<file path="src/rtl/ftps_stroke_ctrl.sv">
// rtl/ftps_stroke_ctrl.sv - fingertip lock/track sequencer with pen-stroke point FIFO
// Optional FTPS_SMOOTH_EN: pushed TRACK points are averaged with the previous point.
module ftps_stroke_ctrl #(
   parameter int X_SIZE      = 320,
   parameter int Y_SIZE      = 240,
   parameter int ACQ_FRAMES  = 3,
   parameter int LOST_FRAMES = 4,
   parameter int JUMP_MAX    = 40,
   parameter int FIFO_DEPTH  = 16,
   localparam int AW = $clog2(FIFO_DEPTH),
   localparam int LW = AW + 1
) (
   input  logic          pclk,
   input  logic          reset,
   input  logic          vsync,
   input  logic          enable,
   input  logic          ftps_valid,
   input  logic [8:0]    x_in,
   input  logic [7:0]    y_in,
   output logic          pt_valid,
   input  logic          pt_ready,
   output logic [1:0]    pt_tag,
   output logic [8:0]    pt_x,
   output logic [7:0]    pt_y,
   output logic          stroke_active,
   output logic [LW-1:0] fifo_level,
   output logic          overflow,
   input  logic          clear_overflow
);

   typedef enum logic [1:0] {S_IDLE, S_SEARCH, S_ACQUIRE, S_TRACK} state_t;

   state_t             state_q, state_d;
   logic               vs_q, eval_q;
   logic               hit_q;
   logic [8:0]         fx_q, px_q, px_d, tx;
   logic [7:0]         fy_q, py_q, py_d, ty;
   logic [3:0]         acq_q, acq_d, miss_q, miss_d, acq_inc, miss_inc;
   logic               det, cons;
   logic signed [9:0]  dx, dy;
   logic [9:0]         adx, ady;
   logic               push;
   logic [1:0]         push_tag;
   logic [8:0]         push_x;
   logic [7:0]         push_y;

   logic [18:0]        mem_q [FIFO_DEPTH];
   logic [AW-1:0]      wr_q, rd_q;
   logic [LW-1:0]      cnt_q;
   logic               ovf_q, full, pop, wr_en;
   logic [18:0]        head;

   // A strobe on the vsync-rise cycle lands in the latch before evaluation reads it.
   always_ff @(posedge pclk) begin
      if (reset) begin
         vs_q   <= 1'b0;
         eval_q <= 1'b0;
         hit_q  <= 1'b0;
         fx_q   <= '0;
         fy_q   <= '0;
      end else begin
         vs_q   <= vsync;
         eval_q <= vsync & ~vs_q;
         if (ftps_valid) begin
            hit_q <= 1'b1;
            fx_q  <= x_in;
            fy_q  <= y_in;
         end else if (eval_q) begin
            hit_q <= 1'b0;
            fx_q  <= '0;
            fy_q  <= '0;
         end
      end
   end

   assign det = hit_q && (fx_q != '0 || fy_q != '0) &&
                (int'(fx_q) < X_SIZE) && (int'(fy_q) < Y_SIZE);
   assign dx  = $signed({1'b0, fx_q}) - $signed({1'b0, px_q});
   assign dy  = $signed({2'b0, fy_q}) - $signed({2'b0, py_q});
   assign adx = dx[9] ? 10'(-dx) : 10'(dx);
   assign ady = dy[9] ? 10'(-dy) : 10'(dy);
   assign cons = (adx <= 10'(JUMP_MAX)) && (ady <= 10'(JUMP_MAX));

   assign acq_inc  = (acq_q == 4'hF) ? acq_q : acq_q + 4'd1;
   assign miss_inc = (miss_q == 4'hF) ? miss_q : miss_q + 4'd1;

`ifdef FTPS_SMOOTH_EN
   logic [9:0] sum_x, sum_y;
   assign sum_x = {1'b0, px_q} + {1'b0, fx_q};
   assign sum_y = {2'b0, py_q} + {2'b0, fy_q};
   assign tx    = sum_x[9:1];
   assign ty    = sum_y[8:1];
`else
   assign tx = fx_q;
   assign ty = fy_q;
`endif

   always_ff @(posedge pclk) begin
      if (reset) begin
         state_q <= S_IDLE;
         acq_q   <= '0;
         miss_q  <= '0;
         px_q    <= '0;
         py_q    <= '0;
      end else begin
         state_q <= state_d;
         acq_q   <= acq_d;
         miss_q  <= miss_d;
         px_q    <= px_d;
         py_q    <= py_d;
      end
   end

   always_comb begin
      state_d  = state_q;
      acq_d    = acq_q;
      miss_d   = miss_q;
      px_d     = px_q;
      py_d     = py_q;
      push     = 1'b0;
      push_tag = 2'b00;
      push_x   = px_q;
      push_y   = py_q;
      if (!enable) begin
         if (state_q == S_TRACK) begin
            push     = 1'b1;
            push_tag = 2'b10;
         end
         state_d = S_IDLE;
      end else if (eval_q) begin
         case (state_q)
            S_IDLE:   state_d = S_SEARCH;
            S_SEARCH: begin
               if (det) begin
                  acq_d = 4'd1;
                  px_d  = fx_q;
                  py_d  = fy_q;
                  if (ACQ_FRAMES <= 1) begin
                     state_d  = S_TRACK;
                     miss_d   = '0;
                     push     = 1'b1;
                     push_tag = 2'b01;
                     push_x   = fx_q;
                     push_y   = fy_q;
                  end else begin
                     state_d = S_ACQUIRE;
                  end
               end
            end
            S_ACQUIRE: begin
               if (!det) begin
                  state_d = S_SEARCH;
               end else begin
                  px_d = fx_q;
                  py_d = fy_q;
                  if (!cons) begin
                     acq_d = 4'd1;
                  end else begin
                     acq_d = acq_inc;
                     if (acq_inc >= 4'(ACQ_FRAMES)) begin
                        state_d  = S_TRACK;
                        miss_d   = '0;
                        push     = 1'b1;
                        push_tag = 2'b01;
                        push_x   = fx_q;
                        push_y   = fy_q;
                     end
                  end
               end
            end
            S_TRACK: begin
               if (det && cons) begin
                  push   = 1'b1;
                  push_x = tx;
                  push_y = ty;
                  px_d   = tx;
                  py_d   = ty;
                  miss_d = '0;
               end else begin
                  miss_d = miss_inc;
                  if (miss_inc >= 4'(LOST_FRAMES)) begin
                     push     = 1'b1;
                     push_tag = 2'b10;
                     state_d  = S_SEARCH;
                  end
               end
            end
            default: state_d = S_IDLE;
         endcase
      end
   end

   // A full FIFO still accepts a push when the head leaves in the same cycle.
   assign full  = (cnt_q == LW'(FIFO_DEPTH));
   assign pop   = pt_valid && pt_ready;
   assign wr_en = push && (!full || pop);

   always_ff @(posedge pclk) begin
      if (wr_en) mem_q[wr_q] <= {push_tag, push_x, push_y};
   end

   always_ff @(posedge pclk) begin
      if (reset) begin
         wr_q  <= '0;
         rd_q  <= '0;
         cnt_q <= '0;
         ovf_q <= 1'b0;
      end else begin
         if (wr_en) wr_q <= wr_q + 1'b1;
         if (pop)   rd_q <= rd_q + 1'b1;
         if (wr_en && !pop)      cnt_q <= cnt_q + 1'b1;
         else if (!wr_en && pop) cnt_q <= cnt_q - 1'b1;
         if (clear_overflow)       ovf_q <= 1'b0;
         else if (push && !wr_en)  ovf_q <= 1'b1;
      end
   end

   assign head          = mem_q[rd_q];
   assign pt_valid      = (cnt_q != '0);
   assign pt_tag        = pt_valid ? head[18:17] : 2'b00;
   assign pt_x          = pt_valid ? head[16:8]  : 9'd0;
   assign pt_y          = pt_valid ? head[7:0]   : 8'd0;
   assign stroke_active = (state_q == S_TRACK);
   assign fifo_level    = cnt_q;
   assign overflow      = ovf_q;

endmodule

</file>
<file path="config.mk">
export PLATFORM = sky130hd
export DESIGN_NAME = ftps_stroke_ctrl
export DESIGN_NICKNAME = d
export VERILOG_FILES = /design/src/rtl/ftps_stroke_ctrl.sv
export SDC_FILE = /design/constraint.sdc
export NUM_CORES = 1
export LEC_CHECK = 0
export ABC_AREA = 1
export CAP_MARGIN = 10
export CELL_PAD_IN_SITES_DETAIL_PLACEMENT = 1
export CELL_PAD_IN_SITES_GLOBAL_PLACEMENT = 2
export CORE_ASPECT_RATIO = 0.6
export CORE_UTILIZATION = 41
export DETAILED_ROUTE_END_ITERATION = 8
export HOLD_SLACK_MARGIN = 0.06
export PLACE_DENSITY = 0.91
export SYNTH_ARGS = -nofsm -noshare
export SYNTH_HDL_FRONTEND = slang
export SYNTH_SLANG_ARGS = --single-unit
</file>
<file path="constraint.sdc">
create_clock -name pclk -period 5.15 [get_ports pclk]
set_input_delay 0.515 -clock pclk [delete_from_list [all_inputs] [get_ports pclk]]
set_output_delay 0.515 -clock pclk [all_outputs]
set_load 0.01 [all_outputs]
</file>
Word-level counts from Yosys, hierarchy flattened

Memory sizes are Yosys's and may differ from the RTL's. A register that Yosys moved wholly into a read port is not among the register bits.
Index checks and enable logic that the tools add are counted.

$add $sub $neg: 10
Magnitude comparators: 6
Equality and inequality tests: 15
Mux-type cells: 71
Bitwise operators: 3
Reduce and logical (&&, ||, !) cells: 31

Operators with widths:

| kind                  | number |
|---|---|
| $mux W9               | 10 |
| $mux W8               | 10 |
| $mux W4               | 11 |
| $pmux W9 S2           | 2 |
| $pmux W8 S2           | 2 |
| $mux W2               | 12 |
| $le A10 B6 Y1 const B | 2 |
| $mux W10              | 2 |
| $add A4 B1 Y4 const B | 4 |
| $pmux W4 S2           | 2 |
| $mux W1               | 15 |
| $reduce_and A6 Y1     | 2 |
| $logic_and A1 B1 Y1   | 10 |
| $mux W5               | 2 |
| $ne A2 B2 Y1 const B  | 5 |
| $neg A10 Y10          | 1 |
| $neg A9 Y10           | 1 |
| $reduce_bool A2 Y1    | 5 |
| $sub A9 B9 Y10        | 1 |
| $lt A9 B9 Y1 const B  | 1 |
| $reduce_bool A9 Y1    | 1 |
| $sub A8 B8 Y9         | 1 |
| $eq A4 B4 Y1 const B  | 2 |
| $lt A8 B8 Y1 const B  | 1 |
| other kinds (22)      | 31 |

Flip-flop bits (word level): 61
Bits in writable memories: 304
Input port bits: 24
Output and inout bits: 27
Logic and storage cells: 151
Memories: 1

Memory list:

| name  | depth | width | rd ports | clocked after memory_dff | wr ports | line | text |
|---|---|---|---|---|---|---|---|
| mem_q | 16    | 19    | 1        | 1                        | 1        | 47   | `logic [18:0] mem_q [FIFO_DEPTH];` |

Depth between registers and ports, before layout

Depth in word-level cells: 15
Mapped depth: 33
Mapped depth without buffers: 33

Least setup slack after synthesis

Ideal clock, no wire load.

Path kind: reg2reg
Start point: reg fx_q[0]
End point: reg cnt_q[4], in the netlist fifo_level[4]
Arrival time: 3.811 ns
Required time: 5.031 ns
Slack: 1.219 ns
Cell stages (with the launch flop): 30
Buffers on the path: 0
Clock period less this slack: 3.931 ns
Cells stage by stage: dfxtp_1 inv_1 ha_1 inv_2 fa_1 inv_1 nand3_1 clkinv_1 nand2_1 nor2_4 nand3_2 nand3_1 nand2_1 nor2_2 nand3_4 nor2_8 nand4_1 nand3_2 nand2_2 clkinv_4 ha_1 inv_1 fa_1 a21o_1 a21oi_1 nor2_1 nor2_1 nand2_1 o21ai_0 a21oi_1

Cells in the longest elaborated chain, start to end: 14
Elaborated cells on any way between the ends: 24
Classes of those cells: 2 x add/sub; 2 x order compare; 8 x mux; 12 x reduce/logical

RTL lines:

| element                                              | line     | text |
|---|---|---|
| start, declared                                      | 36       | `logic [8:0] fx_q, px_q, px_d, tx;` |
| start signal, assigned                               | 66       | `fx_q <= x_in;` |
| $sub A9 B9 Y10 or $reduce_bool A9 Y1 (tied branches) | 78, 76   |  |
| $neg A10 Y10 or $logic_or A1 B1 Y1 (tied branches)   | 80, 76   |  |
| $mux W10 or $logic_and A1 B1 Y1 (tied branches)      | 80, 76   |  |
| $le A10 B6 Y1 or $logic_and A1 B1 Y1 (tied branches) | 82, 76   |  |
| $logic_and A1 B1 Y1, on equally long branches        | 82, 77   |  |
| $mux W1 or $logic_and A1 B1 Y1 (tied branches)       | 156, 172 |  |
| $mux W1, on equally long branches                    | 151, 172 |  |
| $pmux W1 S2 *                                        | 131      | `case (state_q)` |
| $mux W1 *                                            | 130      | `end else if (eval_q) begin` |
| $mux W1 *                                            | 124      | `if (!enable) begin` |
| $logic_and A1 B1 Y1 *                                | 196      | `assign wr_en = push && (!full \|\| pop);` |
| net wr_en                                            | 50       | `logic ovf_q, full, pop, wr_en;` |
| $logic_not A1 Y1                                     | 212      | `else if (!wr_en && pop) cnt_q <= cnt_q - 1'b1;` |
| $logic_and A1 B1 Y1                                  | 212      |  |
| $reduce_bool A2 Y1 (no line)                         | n/a      |  |
| end signal, assigned                                 | 211      | `if (wr_en && !pop) cnt_q <= cnt_q + 1'b1;` |
| end signal, assigned                                 | 212      |  |
| end, declared                                        | 49       | `logic [LW-1:0] cnt_q;` |

The timed path passes the listed nets; every way through them passes the cells marked *.
A chain may end at the register's enable or synchronous reset.

Final worst setup path

Same ends and word-level chain as after synthesis.

==> reports/metrics.yaml <==
synth.area.mux_share_pct: 0
insertion_delay_ns: 0.54
synth_common_cells: "nand2_1 (310), edfxtp_1 (304), nor2_1 (233)"
worstSetupEndpointType: "register"
cts_hold_buf: 0
wl_met2_um: 23100
worstHoldPathType: "reg2reg"
clock_skew_ns: 0.0173
top_layer: "met4"
tightestPinTransition_ns: 1.17
ant_nets: 0
syn_area_um2: 17100
leakage_uw: 0.00735
core_um2: 40800
yosys.area.top_type_share_pct: 53.3
period_minus_slack_ns: 4.45
worstPathMaxFanout: 7
postSynthCellCount: 1707
report.final.hold_viol_count: 0
grt_max_degree: 77
ff2ff_path_depth: 31
regToRegEndpoint: "fifo_level[4]$_SDFFE_PP0P_"
synthToLayoutAreaGrowth_pct: 13.8
first_pass_grt_wire_length_um: 80100
vias: 13150
synth.net_count: 1765
grt_pass1_vias: 13306
port-buffer-count: 50
avgSynthCellArea_um2: 10.0
drc_errors: 0
drtPass1Iterations: 5
path_clk_slew_ns: 0.07
critPathLaunchType: "register"
yosysWarnings: 0
worstHoldPathCells: 1
route.layer.met1.wl_um: 24600
fin_tns_setup_ns: 0
first_iter_violations: 1306
postCtsResizedCells: 0
yosysSeqAreaShare_pct: 60.9
floorplan.die_area_um2: 42600
clockBufferDepth: 3
slowest_delay_ns: 0.42
r2r_slack_ns: 0.70
gpl.final_weighted_congestion: 0.864
main_combinational_cell_family_by_area_after_synthesis: "simple AND/OR/NAND/NOR gates"
synthTopCellsByArea: "edfxtp_1 (53%), dfxtp_1 (7.6%), nand2_1 (6.8%), o21ai_0 (5.3%), nor2_1 (5.1%)"
final_cells: 2334
endpoint_arrival_time_on_the_critical_path_ns: 4.86
tritoncts_clock_tree: "yes"
cts_htree_levels: 2
relSlewSlack_pct: 22.0
number_of_ports_placed_on_the_die_boundary: 51
synth_compound_area_share_pct: 13.8
cts.root.buffer_cell: "clkbuf_16"
fmax_mhz: 225
path_class: "reg2reg"
max-cap-violations: 0
tcrit_tclk_final_pct: 86.4
drive_gt1_share_pct: 10.8
die_w_um: 266
number_of_synthesized_register_bits: 369
die_y_um: 160
synth_xor_xnor_area_share_pct: 0.460
holdPathEnd: "eval_q$_SDFF_PP0_"
post-dp-hpwl_um: 32500
std_cell_rows: 57
grt_antenna_before_repair: 0
drt-vias-per-instance: 5.63
worst_path_max_delay_cell: "fa_1"
gr-total-overflow: 0
yosysMostFrequentCell: "nand2_1"
worstPathRequired_ns: 5.57
drt_total_wl_um: 51800
power.density_cell_area_nw_per_um2: 422
synth_top_area_cell: "edfxtp_1"
placed_cells_incl_taps: 2268
finalSetupViolCount: 0
cts_num_sinks: 369
nets: 1804
post_synth_num_cell_types: 47
initial_core_utilization_pct: 42.0
synth_adder_area_share_pct: 2.61
status: "completed"
finish.utilization_pct: 47.8
cts_buffers: 36
routed_wire_length_per_instance_um: 22.2
yosys.area_share.simple_pct: 17.3
ir_drop_uv: 365
postCtsSetupBuffers: 0
grtUsageTotal_pct: 24.5
prevailing_post_synth_register_cell: "edfxtp_1"
worst_r2r_startpoint: "fx_q[0]$_SDFFE_PP0P_"
wl_met3_um: 3480
slew_viol_final: 0
setup_repair_after_global_routing_missed_its_margin: "no"
insertedDiodeCount: 0
hold_path_startpoint: "vs_q$_SDFF_PP0_"
async_reset_ff_share_pct: 0
synth_enable_flop_cells: 304
## sequential cells by signal, summed over array words and instances (netlist names), 2 cells and up, named ones only
name / flops
mem_q: 304
fx_q: 9
px_q: 9
fy_q: 8
py_q: 8
fifo_level: 5
acq_q: 4
miss_q: 4
rd_q: 4
wr_q: 4
state_q: 2
## worst max-delay path: cells and delay by family, from the launching register on
| kind | cells | cell delay [ns] |
|---|---|---|
| and+or+nand+nor | 19 | 1.87 |
| DFF | 1 | 0.37 |
| AOI/OAI and AO/OA | 4 | 0.56 |
| buffers and inverters | 4 | 0.35 |
| adders and majority gates | 4 | 1.16 |
## cell families after synthesis
| kind of cell | Yosys count |
|---|---|
| and+or+nand+nor | 693 |
| AOI/OAI and AO/OA | 388 |
| DFF | 369 |
| buffers and inverters | 214 |
| adders and majority gates | 34 |
| xor gates and xnor gates | 9 |
## through the flow
| step | setup slack (ns) | hold slack, ns | cell area, um^2 | total power, uW |
|---|---|---|---|---|
| final | 0.703 | 0.395 | 19500 | 8230 |
| after detailed placement | 0.718 | 0.388 | 18300 | 5530 |
| after CTS | 0.685 | 0.397 | 19500 | 8270 |
| after global routing | 0.148 | 0.428 | 19500 | 8580 |
| after floorplan | 1.22 | 0.374 | 17100 | 4650 |
| after global placement | 0.850 | 0.385 | 18300 | 5450 |
## worst max path at each step
stage / endpoint / slack, ns / cells past startpoint / from
finish: fifo_level[4]$_SDFFE_PP0P_ / 0.70 / 31 / fx_q[0]$_SDFFE_PP0P_
global route: fifo_level[4]$_SDFFE_PP0P_ / 0.15 / 31 / fx_q[0]$_SDFFE_PP0P_
CTS: fifo_level[4]$_SDFFE_PP0P_ / 0.69 / 31 / fx_q[0]$_SDFFE_PP0P_
detailed placement: fifo_level[4]$_SDFFE_PP0P_ / 0.72 / 31 / fx_q[0]$_SDFFE_PP0P_
global placement: fifo_level[4]$_SDFFE_PP0P_ / 0.85 / 31 / fx_q[0]$_SDFFE_PP0P_
floorplan: fifo_level[4]$_SDFFE_PP0P_ / 1.22 / 29 / fx_q[0]$_SDFFE_PP0P_
## layout make-up
class                           instances  area (um^2)
Clock buffer                           49         1000
Multi-Input combinational cell       1124         5890
Sequential cell                       369        10400
Inverter                              128          488
Fill cell                            4563        21300
Timing Repair Buffer                   87          773
Tap cell                              560          701
Clock inverter                         17          195
## layer usage
metal  up-vias  track usage [%]
met3        60             3.43
met4         0             4.47
met2       403             38.1
met5         -                0
li1       6055                -
met1      6632             36.9
## cells in the final DEF (no fill, tap or decap), drive strengths merged, types with 6 or more instances in the layout
| cell type | n |
|---|---|
| a21oi | 99 |
| buf | 38 |
| clkbuf | 49 |
| clkdlybuf4s50 | 49 |
| clkinv | 15 |
| dfxtp | 65 |
| edfxtp | 304 |
| ha | 31 |
| inv | 126 |
| nand2 | 331 |
| nand3 | 93 |
| nand4 | 7 |
| nor2 | 245 |
| nor3 | 6 |
| o211ai | 17 |
| o21ai | 184 |
| o221ai | 60 |
| o22ai | 16 |
## where the power goes
group | switching [uW] | total [uW] | internal (uW) | leakage [uW]
Clock | 1180 | 2760 | 1580 | 0.000595
Sequential | 99.6 | 3330 | 3230 | 0.00332
Combinational | 1370 | 2140 | 773 | 0.00343
Total | 2640 | 8230 | 5580 | 0.00735
Power figures use the tool's default switching activity.
